`src/rtl/pipe_ctrl_unit.sv`:
```
// Pipelined control unit for the in-order RISC core.
// Decodes the ID instruction, carries its control bits through EX, MEM and
// WB, stalls on load-use hazards, kills the ID slot on a taken branch and
// keeps a saturating count of dropped illegal instructions.
//
// Handshake: the ID slot offers an instruction with id_valid; it is consumed
// on a rising edge only when id_ready is high (id_valid & ~stall & ~flush).
// While id_ready is low the upstream must hold the same instruction. EX,
// MEM and WB never back-pressure; they advance every cycle.
module pipe_ctrl_unit #(
  parameter int OP_W  = 6,
  parameter int FN_W  = 6,
  parameter int RA_W  = 5,
  parameter int CNT_W = 8
) (
  input  logic             clk,
  input  logic             reset,
  input  logic             id_valid,
  input  logic [OP_W-1:0]  id_opcode,
  input  logic [FN_W-1:0]  id_funct,
  input  logic [RA_W-1:0]  id_rs,
  input  logic [RA_W-1:0]  id_rt,
  input  logic [RA_W-1:0]  id_rd,
  input  logic             flush,
  output logic             id_ready,
  output logic             stall,
  output logic             ex_valid,
  output logic [1:0]       ex_alu_op,
  output logic             ex_is_branch,
  output logic             mem_dm_we,
  output logic             mem_dm_re,
  output logic             wb_rf_we,
  output logic [RA_W-1:0]  wb_waddr,
  output logic             illegal,
  output logic [CNT_W-1:0] illegal_cnt
);

  localparam logic [OP_W-1:0] OPC_NOP   = OP_W'(0);
  localparam logic [OP_W-1:0] OPC_R     = OP_W'(1);
  localparam logic [OP_W-1:0] OPC_LOAD  = OP_W'(2);
  localparam logic [OP_W-1:0] OPC_STORE = OP_W'(3);
  localparam logic [OP_W-1:0] OPC_ADDI  = OP_W'(4);
  localparam logic [OP_W-1:0] OPC_BEQ   = OP_W'(5);
  localparam logic [FN_W-1:0] FN_ADD    = FN_W'(1);
  localparam logic [FN_W-1:0] FN_SUB    = FN_W'(2);

  // Decoded ID control bits
  logic            d_legal, d_nop, d_rf_we, d_dm_we, d_dm_re, d_br, d_uses_rt;
  logic [1:0]      d_alu;
  logic [RA_W-1:0] d_waddr;

  // EX / MEM / WB stage registers
  logic            ex_v, ex_rf_we, ex_dm_we, ex_dm_re, ex_br;
  logic [1:0]      ex_alu;
  logic [RA_W-1:0] ex_waddr;
  logic            mem_v, mem_rf_we, mem_we, mem_re;
  logic [RA_W-1:0] mem_waddr;
  logic            wb_v, wb_we;
  logic [RA_W-1:0] wb_wa;

  logic            ex_load;
  logic            ill_accept;

  // Decode table; a write to r0 is turned into no write at all
  always_comb begin
    d_legal   = 1'b1;
    d_nop     = 1'b0;
    d_rf_we   = 1'b0;
    d_dm_we   = 1'b0;
    d_dm_re   = 1'b0;
    d_br      = 1'b0;
    d_uses_rt = 1'b0;
    d_alu     = 2'd0;
    d_waddr   = '0;
    case (id_opcode)
      OPC_NOP: d_nop = 1'b1;
      OPC_R: begin
        if (id_funct == FN_ADD || id_funct == FN_SUB) begin
          d_rf_we   = 1'b1;
          d_alu     = (id_funct == FN_ADD) ? 2'd1 : 2'd2;
          d_waddr   = id_rd;
          d_uses_rt = 1'b1;
        end else begin
          d_legal = 1'b0;
        end
      end
      OPC_LOAD: begin
        d_rf_we = 1'b1;
        d_dm_re = 1'b1;
        d_waddr = id_rt;
      end
      OPC_STORE: begin
        d_dm_we   = 1'b1;
        d_uses_rt = 1'b1;
      end
      OPC_ADDI: begin
        d_rf_we = 1'b1;
        d_alu   = 2'd1;
        d_waddr = id_rt;
      end
      OPC_BEQ: begin
        d_br      = 1'b1;
        d_alu     = 2'd3;
        d_uses_rt = 1'b1;
      end
      default: d_legal = 1'b0;
    endcase
    if (d_waddr == '0) d_rf_we = 1'b0;
  end

  // A load in EX whose destination ID reads must wait one cycle; flush wins
  assign stall = id_valid && !flush && ex_v && ex_dm_re && (ex_waddr != '0) &&
                 ((ex_waddr == id_rs) || (d_uses_rt && ex_waddr == id_rt));

  assign id_ready   = id_valid & ~stall & ~flush;
  assign ex_load    = id_ready & d_legal & ~d_nop;
  assign ill_accept = id_ready & ~d_legal;

  // EX stage: real instruction when accepted and meaningful, bubble otherwise
  always_ff @(posedge clk) begin
    if (reset || !ex_load) begin
      ex_v     <= 1'b0;
      ex_rf_we <= 1'b0;
      ex_dm_we <= 1'b0;
      ex_dm_re <= 1'b0;
      ex_br    <= 1'b0;
      ex_alu   <= 2'd0;
      ex_waddr <= '0;
    end else begin
      ex_v     <= 1'b1;
      ex_rf_we <= d_rf_we;
      ex_dm_we <= d_dm_we;
      ex_dm_re <= d_dm_re;
      ex_br    <= d_br;
      ex_alu   <= d_alu;
      ex_waddr <= d_waddr;
    end
  end

  // MEM and WB shift forward unconditionally
  always_ff @(posedge clk) begin
    if (reset) begin
      mem_v     <= 1'b0;
      mem_rf_we <= 1'b0;
      mem_we    <= 1'b0;
      mem_re    <= 1'b0;
      mem_waddr <= '0;
      wb_v      <= 1'b0;
      wb_we     <= 1'b0;
      wb_wa     <= '0;
    end else begin
      mem_v     <= ex_v;
      mem_rf_we <= ex_rf_we;
      mem_we    <= ex_dm_we;
      mem_re    <= ex_dm_re;
      mem_waddr <= ex_waddr;
      wb_v      <= mem_v;
      wb_we     <= mem_rf_we;
      wb_wa     <= mem_waddr;
    end
  end

  // Illegal pulse and saturating counter, updated together on acceptance
  always_ff @(posedge clk) begin
    if (reset) begin
      illegal     <= 1'b0;
      illegal_cnt <= '0;
    end else begin
      illegal <= ill_accept;
      if (ill_accept && illegal_cnt != {CNT_W{1'b1}})
        illegal_cnt <= illegal_cnt + 1'b1;
    end
  end

  assign ex_valid     = ex_v;
  assign ex_alu_op    = ex_alu;
  assign ex_is_branch = ex_v & ex_br;
  assign mem_dm_we    = mem_v & mem_we;
  assign mem_dm_re    = mem_v & mem_re;
  assign wb_rf_we     = wb_v & wb_we;
  assign wb_waddr     = wb_wa;

endmodule

```
`config.mk`:
```
export PLATFORM = sky130hd
export DESIGN_NAME = pipe_ctrl_unit
export DESIGN_NICKNAME = d
export VERILOG_FILES = /design/src/rtl/pipe_ctrl_unit.sv
export SDC_FILE = /design/constraint.sdc
export NUM_CORES = 1
export LEC_CHECK = 0
export BUFFER_PORTS_ARGS = -buffer_cell sky130_fd_sc_hd__buf_2
export CAP_MARGIN = 40
export CORE_UTILIZATION = 36
export CTS_CLUSTER_DIAMETER = 120
export DETAILED_ROUTE_END_ITERATION = 8
export GPL_TIMING_DRIVEN = 0
export RECOVER_POWER = 50
export SLEW_MARGIN = 20
export SYNTH_ARGS = -nofsm -noshare
export SYNTH_HDL_FRONTEND = slang
export SYNTH_SLANG_ARGS = --single-unit
```
`constraint.sdc`:
```
create_clock -name clk -period 4.89 [get_ports clk]
set_input_delay 0.7335 -clock clk [delete_from_list [all_inputs] [get_ports clk]]
set_output_delay 0.7335 -clock clk [all_outputs]
set_load 0.02 [all_outputs]
```
# After elaboration in Yosys (flattened, before gate mapping)
# Cells that the tools add are included.
# totals
ff_bits	37
in_bits	31
out_inout_bits	23
elab_cells	74
# classes
add_sub_neg	1
eq_ne	10
n_mux	14
bitwise_logic	13
n_reduce_logical	19
# op_table
operator	count
== test 6 x 2 -> 1 bit, second input constant	3
== test 6 x 1 -> 1 bit, second input constant	2
== test 6 x 3 -> 1 bit, second input constant	2
== test 5 bit	2
case mux 5 bit (2 select lines)	1
bitwise AND 1 bit	9
adder 8 x 1 -> 8 bit, second input constant	1
inequality test 8 bit, second input constant	1
logical AND 1 bit	7
logical NOT 6 bit	1
2-to-1 mux 1 bit	6
case mux 1 bit (2 select lines)	3
case mux 2 bit (3 select lines)	1
OR reduction 2 bit	3
logical NOT 5 bit	1
2-to-1 mux 5 bit	1
nonzero test 5 bit	1
OR reduction 5 bit	1
2-to-1 mux 2 bit	2
inverter 1 bit	4
logical OR 1 bit	3
logical NOT 1 bit	2

# Depth between registers and ports, before layout
# logic_depth
ltp_word	15
ltp_mapped	8
mapped_depth_nobuf	6

# Least setup slack after synthesis
# Ideal clock, no wire load.
# synth_path
kind	input to output
startpoint	input id_opcode[2]
endpoint	output id_ready
arrival_ps	2368
required_time_ps	4157
setup_slack_ps	1788
cell_stages	6
path_buffers	1
cell_sequence	clkbuf_1 -> nor4_1 -> nand3_1 -> a2111oi_0 -> or2_1 -> inv_1
# synth_between
elab_chain_len	9
elab_cells_between_ends	11
classes_between	eq/ne: 3; mux: 1; bitwise: 3; reduce/logical: 4
# synth_rtl
element	line	source
start, declared	19	input logic [OP_W-1:0] id_opcode,
== test 6 x 3 -> 1 bit / == test 6 x 2 -> 1 bit (equally long branches)	75	case (id_opcode)
OR reduction 2 bit (no source line)	n/a	
case mux 1 bit (2 select lines) (*)	75	
logical AND 1 bit (*)	113	((ex_waddr == id_rs) || (d_uses_rt && ex_waddr == id_rt));
logical OR 1 bit (*)	113	
logical AND 1 bit (*)	112	assign stall = id_valid && !flush && ex_v && ex_dm_re && (ex_waddr != '0) &&
inverter 1 bit (*)	115	assign id_ready = id_valid & ~stall & ~flush;
bitwise AND 1 bit (*) (2 in a row)	115	
end, declared	25	output logic id_ready,
# Mark *: on every way between the ends. The rest lies on a longest branch, timed or not.

# Worst setup path after layout
# layout_path
startpoint	input id_funct[3]
endpoint	output id_ready
# layout_between
elab_chain_len	10
elab_cells_between_ends	11
classes_between	eq/ne: 2; mux: 2; bitwise: 3; reduce/logical: 4
# layout_rtl
element	line	source
start, declared	20	input logic [FN_W-1:0] id_funct,
== test 6 x 1 -> 1 bit / == test 6 x 2 -> 1 bit (equally long branches)	78	if (id_funct == FN_ADD || id_funct == FN_SUB) begin
logical OR 1 bit (*)	78	
2-to-1 mux 1 bit (*)	78	
case mux 1 bit (2 select lines) (*)	75	
logical AND 1 bit (*)	113	
logical OR 1 bit (*)	113	
logical AND 1 bit (*)	112	
inverter 1 bit (*)	115	
bitwise AND 1 bit (*) (2 in a row)	115	
# Marks and branches as above.

==> reports/metrics.csv <==
stage,metric,value,unit
status,outcome,finished clean,
cts,CTS Root Cell,clkbuf_8,
critical_path,crit start category,primary input,
synth,Post-synth EDFFs,0,
timing,setup TNS,0,ns
global_route,largest net degree at the start of global routing,13,
synth,synthesized instance count,171,
synth,register area share after synthesis,46.95,%
global_route,Overall Global Routing Usage,16.07,%
timing,Final period util,69.30,%
finish,Layout area overhead,27.44,%
synth,Synth top area share,46.95,%
detailed_routing,detail-routed via count per cell,4.914,
hold_path,hold path start,mem_waddr[4]$_SDFF_PP0_,
critical_path,reg2reg start,ex_waddr[1]$_SDFF_PP0_,
placed_design,GPL Wtd Cong,0.8204,
floorplan,Die H,68.20,um
finish,ant diodes,0,
placed_design,Port-buffer cells,50,
cts,clk buf depth,2,
cts,CTS tree,done,
synth,Post-synth ARST share,0,%
floorplan,IO Pins,54,
timing,Final setup viols,0,
detailed_routing,initial DRC count,50,
timing,final hold violation count,0,
floorplan,floorplan row count,23,
synth,YS warnings,0,
cts,CTS Sinks,37,
detailed_routing,DR WL/cell,11.95,um
critical_path,WS Path Type,in2out,
placed_design,Post-DP HPWL,2.549,mm
power_and_ir_drop,Leak,0.7958,nW
hold_path,hold path depth,1,
synth,Synth area leader,dfxtp_1,
hold_path,Worst Hold Path EP,wb_waddr[4]$_SDFF_PP0_,
timing,unrepaired setup endpoints after global routing,false,
detailed_routing,First-pass DRT Iterations,4,
placed_design,post-place setup slack,1.521,ns
hold_path,Min-Delay Path Class,reg2reg,
cts,H-tree depth,2,
global_route,first-pass GRT wire length,5.388,mm
floorplan,core area,0.004115,mm2
cts,Worst-Skew Late Latency,0.29,ns
timing,Worst Max-Slew Pin Slew,0.6443,ns
synth,Synth Register Bits,37,
floorplan,die span in x,68.20,um
synth,most frequently used flop master after synthesis,dfxtp_1,
cts,total CTS buffers,5,
timing,Worst Skew,0.002939,ns
critical_path,CP endpoint kind,output pin,
critical_path,worst-path fanout max,4,
critical_path,WP data arrival,2.66,ns
finish,Layout Utilization,48.86,%
detailed_routing,Total Routed Length,3.345,mm
detailed_routing,Detail Route Antenna Nets,0,
critical_path,flop2flop setup slack,2.17,ns
critical_path,"Req. time, crit path",4.16,ns
cts,post-CTS setup buffer count,0,
synth,Syn Nets,203,
floorplan,starting density of the core,38.34,%
timing,Slew HR,56.72,%
global_route,total gr overflow,0,
power_and_ir_drop,Power Dens Cells,326.8,mW/mm2
timing,Fmax,295.1,MHz
floorplan,Die ar.,0.004651,mm2
timing,Tmin final,3.389,ns
detailed_routing,vias,1376,
cts,hold buffer count at cts,0,
synth,post-synth cell types,37,
synth,synthesized cell area,0.001578,mm2
synth,Synth top cells by count,"dfxtp_1 (37), nor2b_1 (18), nor2_1 (15)",
detailed_routing,drc violations,0,
placed_design,Placed Area,0.001894,mm2
timing,Setup WS post-layout,1.501,ns
cts,post_cts resized,0,
synth,most frequent cell after synthesis,dfxtp_1,
power_and_ir_drop,Max VDD drop,0.0001060,V
global_route,initial antenna violation count,0,
cts,clock transition at the registers of the reported paths,0.07,ns
critical_path,r2r worst-path depth,7,
finish,layout cells sized above 1,22.17,%
global_route,number of global-route vias before repair,1250,
synth,Mean Syn Cell Area,9.227,um2
timing,Slew Limit Fails,0,
finish,Finished Cell Area,0.002011,mm2
synth,"top cells by area, synth","dfxtp_1 (47%), nor2b_1 (7.1%), xnor2_1 (3.9%)",
finish,# nets final,261,
run,Max Cap Violations,0,
critical_path,Crit Reg-Reg Endpoint,ex_br$_SDFF_PP0_,
==> logic make-up after synthesis <==
group / after synthesis / synth area share, %
flops: 37 / 46.95
compound gates: 26 / 11.34
buf+inv: 11 / 3.093
fa+ha+maj: 1 / 0.7929
simple gates: 80 / 28.71
xor+xnor: 14 / 7.772
mux: 2 / 1.348
==> where the power goes <==
group          switching, W  leakage (nW)  internal (W)
registers        0.00000157         0.298      0.000303
clock network      0.000107        0.0681      0.000203
logic             0.0000250         0.429     0.0000186
==> area by class of cell <==
class,count,area (um2)
Buffer,6,30.03
Fill cell,433,2105
Timing Repair Buffer,51,236.5
Sequential cell,37,740.7
Inverter,5,18.77
Multi-Input combinational cell,123,788.3
Clock inverter,3,65.06
Tap cell,50,62.56
Clock buffer,5,68.82
==> cells in the final DEF (no fill, tap or decap), types with 2 or more instances in the layout <==
| cell | Yosys | final |
|---|---|---|
| a21oi_1 | 6 | 6 |
| a22oi_1 | 5 | 5 |
| and2_1 | 4 | 4 |
| buf_2 | 0 | 36 |
| bufinv_16 | 0 | 2 |
| clkbuf_1 | 5 | 19 |
| clkbuf_8 | 0 | 5 |
| dfxtp_1 | 37 | 37 |
| inv_1 | 5 | 5 |
| nand2_1 | 10 | 10 |
| nand3_1 | 5 | 5 |
| nand3b_1 | 4 | 4 |
| nand4_1 | 3 | 3 |
| nor2_1 | 15 | 15 |
| nor2b_1 | 18 | 18 |
| nor3_1 | 6 | 6 |
| nor4_1 | 3 | 3 |
| o21ai_0 | 6 | 6 |
| or3_1 | 3 | 3 |
| or4_1 | 2 | 2 |
| or4_4 | 3 | 3 |
| xnor2_1 | 7 | 7 |
| xor2_1 | 7 | 7 |
==> registers in the layout (all words and copies together), names as in the netlist <==
name and flops:
illegal_cnt 8, ex_waddr 5, mem_waddr 5, wb_waddr 5, ex_alu_op 2, ex_br 1, ex_dm_re 1, ex_dm_we 1
ex_rf_we 1, ex_valid 1, illegal 1, mem_re 1, mem_rf_we 1, mem_v 1, mem_we 1, wb_v 1
wb_we 1
==> critical path, stage by stage <==
cell	delay, ns
buf_2	0.10
nor4_1	0.56
nand3_1	0.22
a2111oi_0	0.44
buf_1	0.21
or2_1	0.19
inv_1	0.05
buf_2	0.15
==> metrics by stage <==
stage	cells	total power, W	hold slack, ns
after floorplan	171	0.0003341	0.4138
after global routing	280	0.0006793	0.4596
after detailed placement	272	0.0003549	0.4218
after CTS	280	0.0006630	0.4392
final	280	0.0006571	0.4356
after global placement	271	0.0003546	0.4176
==> layer usage <==
metal,routed length [um],vias up,global-route usage [%],part of all wire [%]
met1,1572,620,18.71,47
li1,-,715,-,-
met3,158,7,3.667,4.7
met2,1545,34,27.08,46
met5,0,-,0,0
met4,68,0,8.594,2.0
==> how the worst max path moves through the flow <==
stage | start | end | slack (ns) | cells past startpoint
2_1_floorplan | id_opcode[2] | id_ready | 1.79 | 6
3_3_place_gp | id_funct[3] | id_ready | 1.15 | 7
3_5_place_dp | id_funct[3] | id_ready | 1.52 | 8
4_1_cts | id_funct[3] | id_ready | 1.50 | 8
5_1_grt | id_funct[3] | id_ready | 1.36 | 8
6_report | id_funct[3] | id_ready | 1.50 | 8
(Power assumes the default switching activity.)
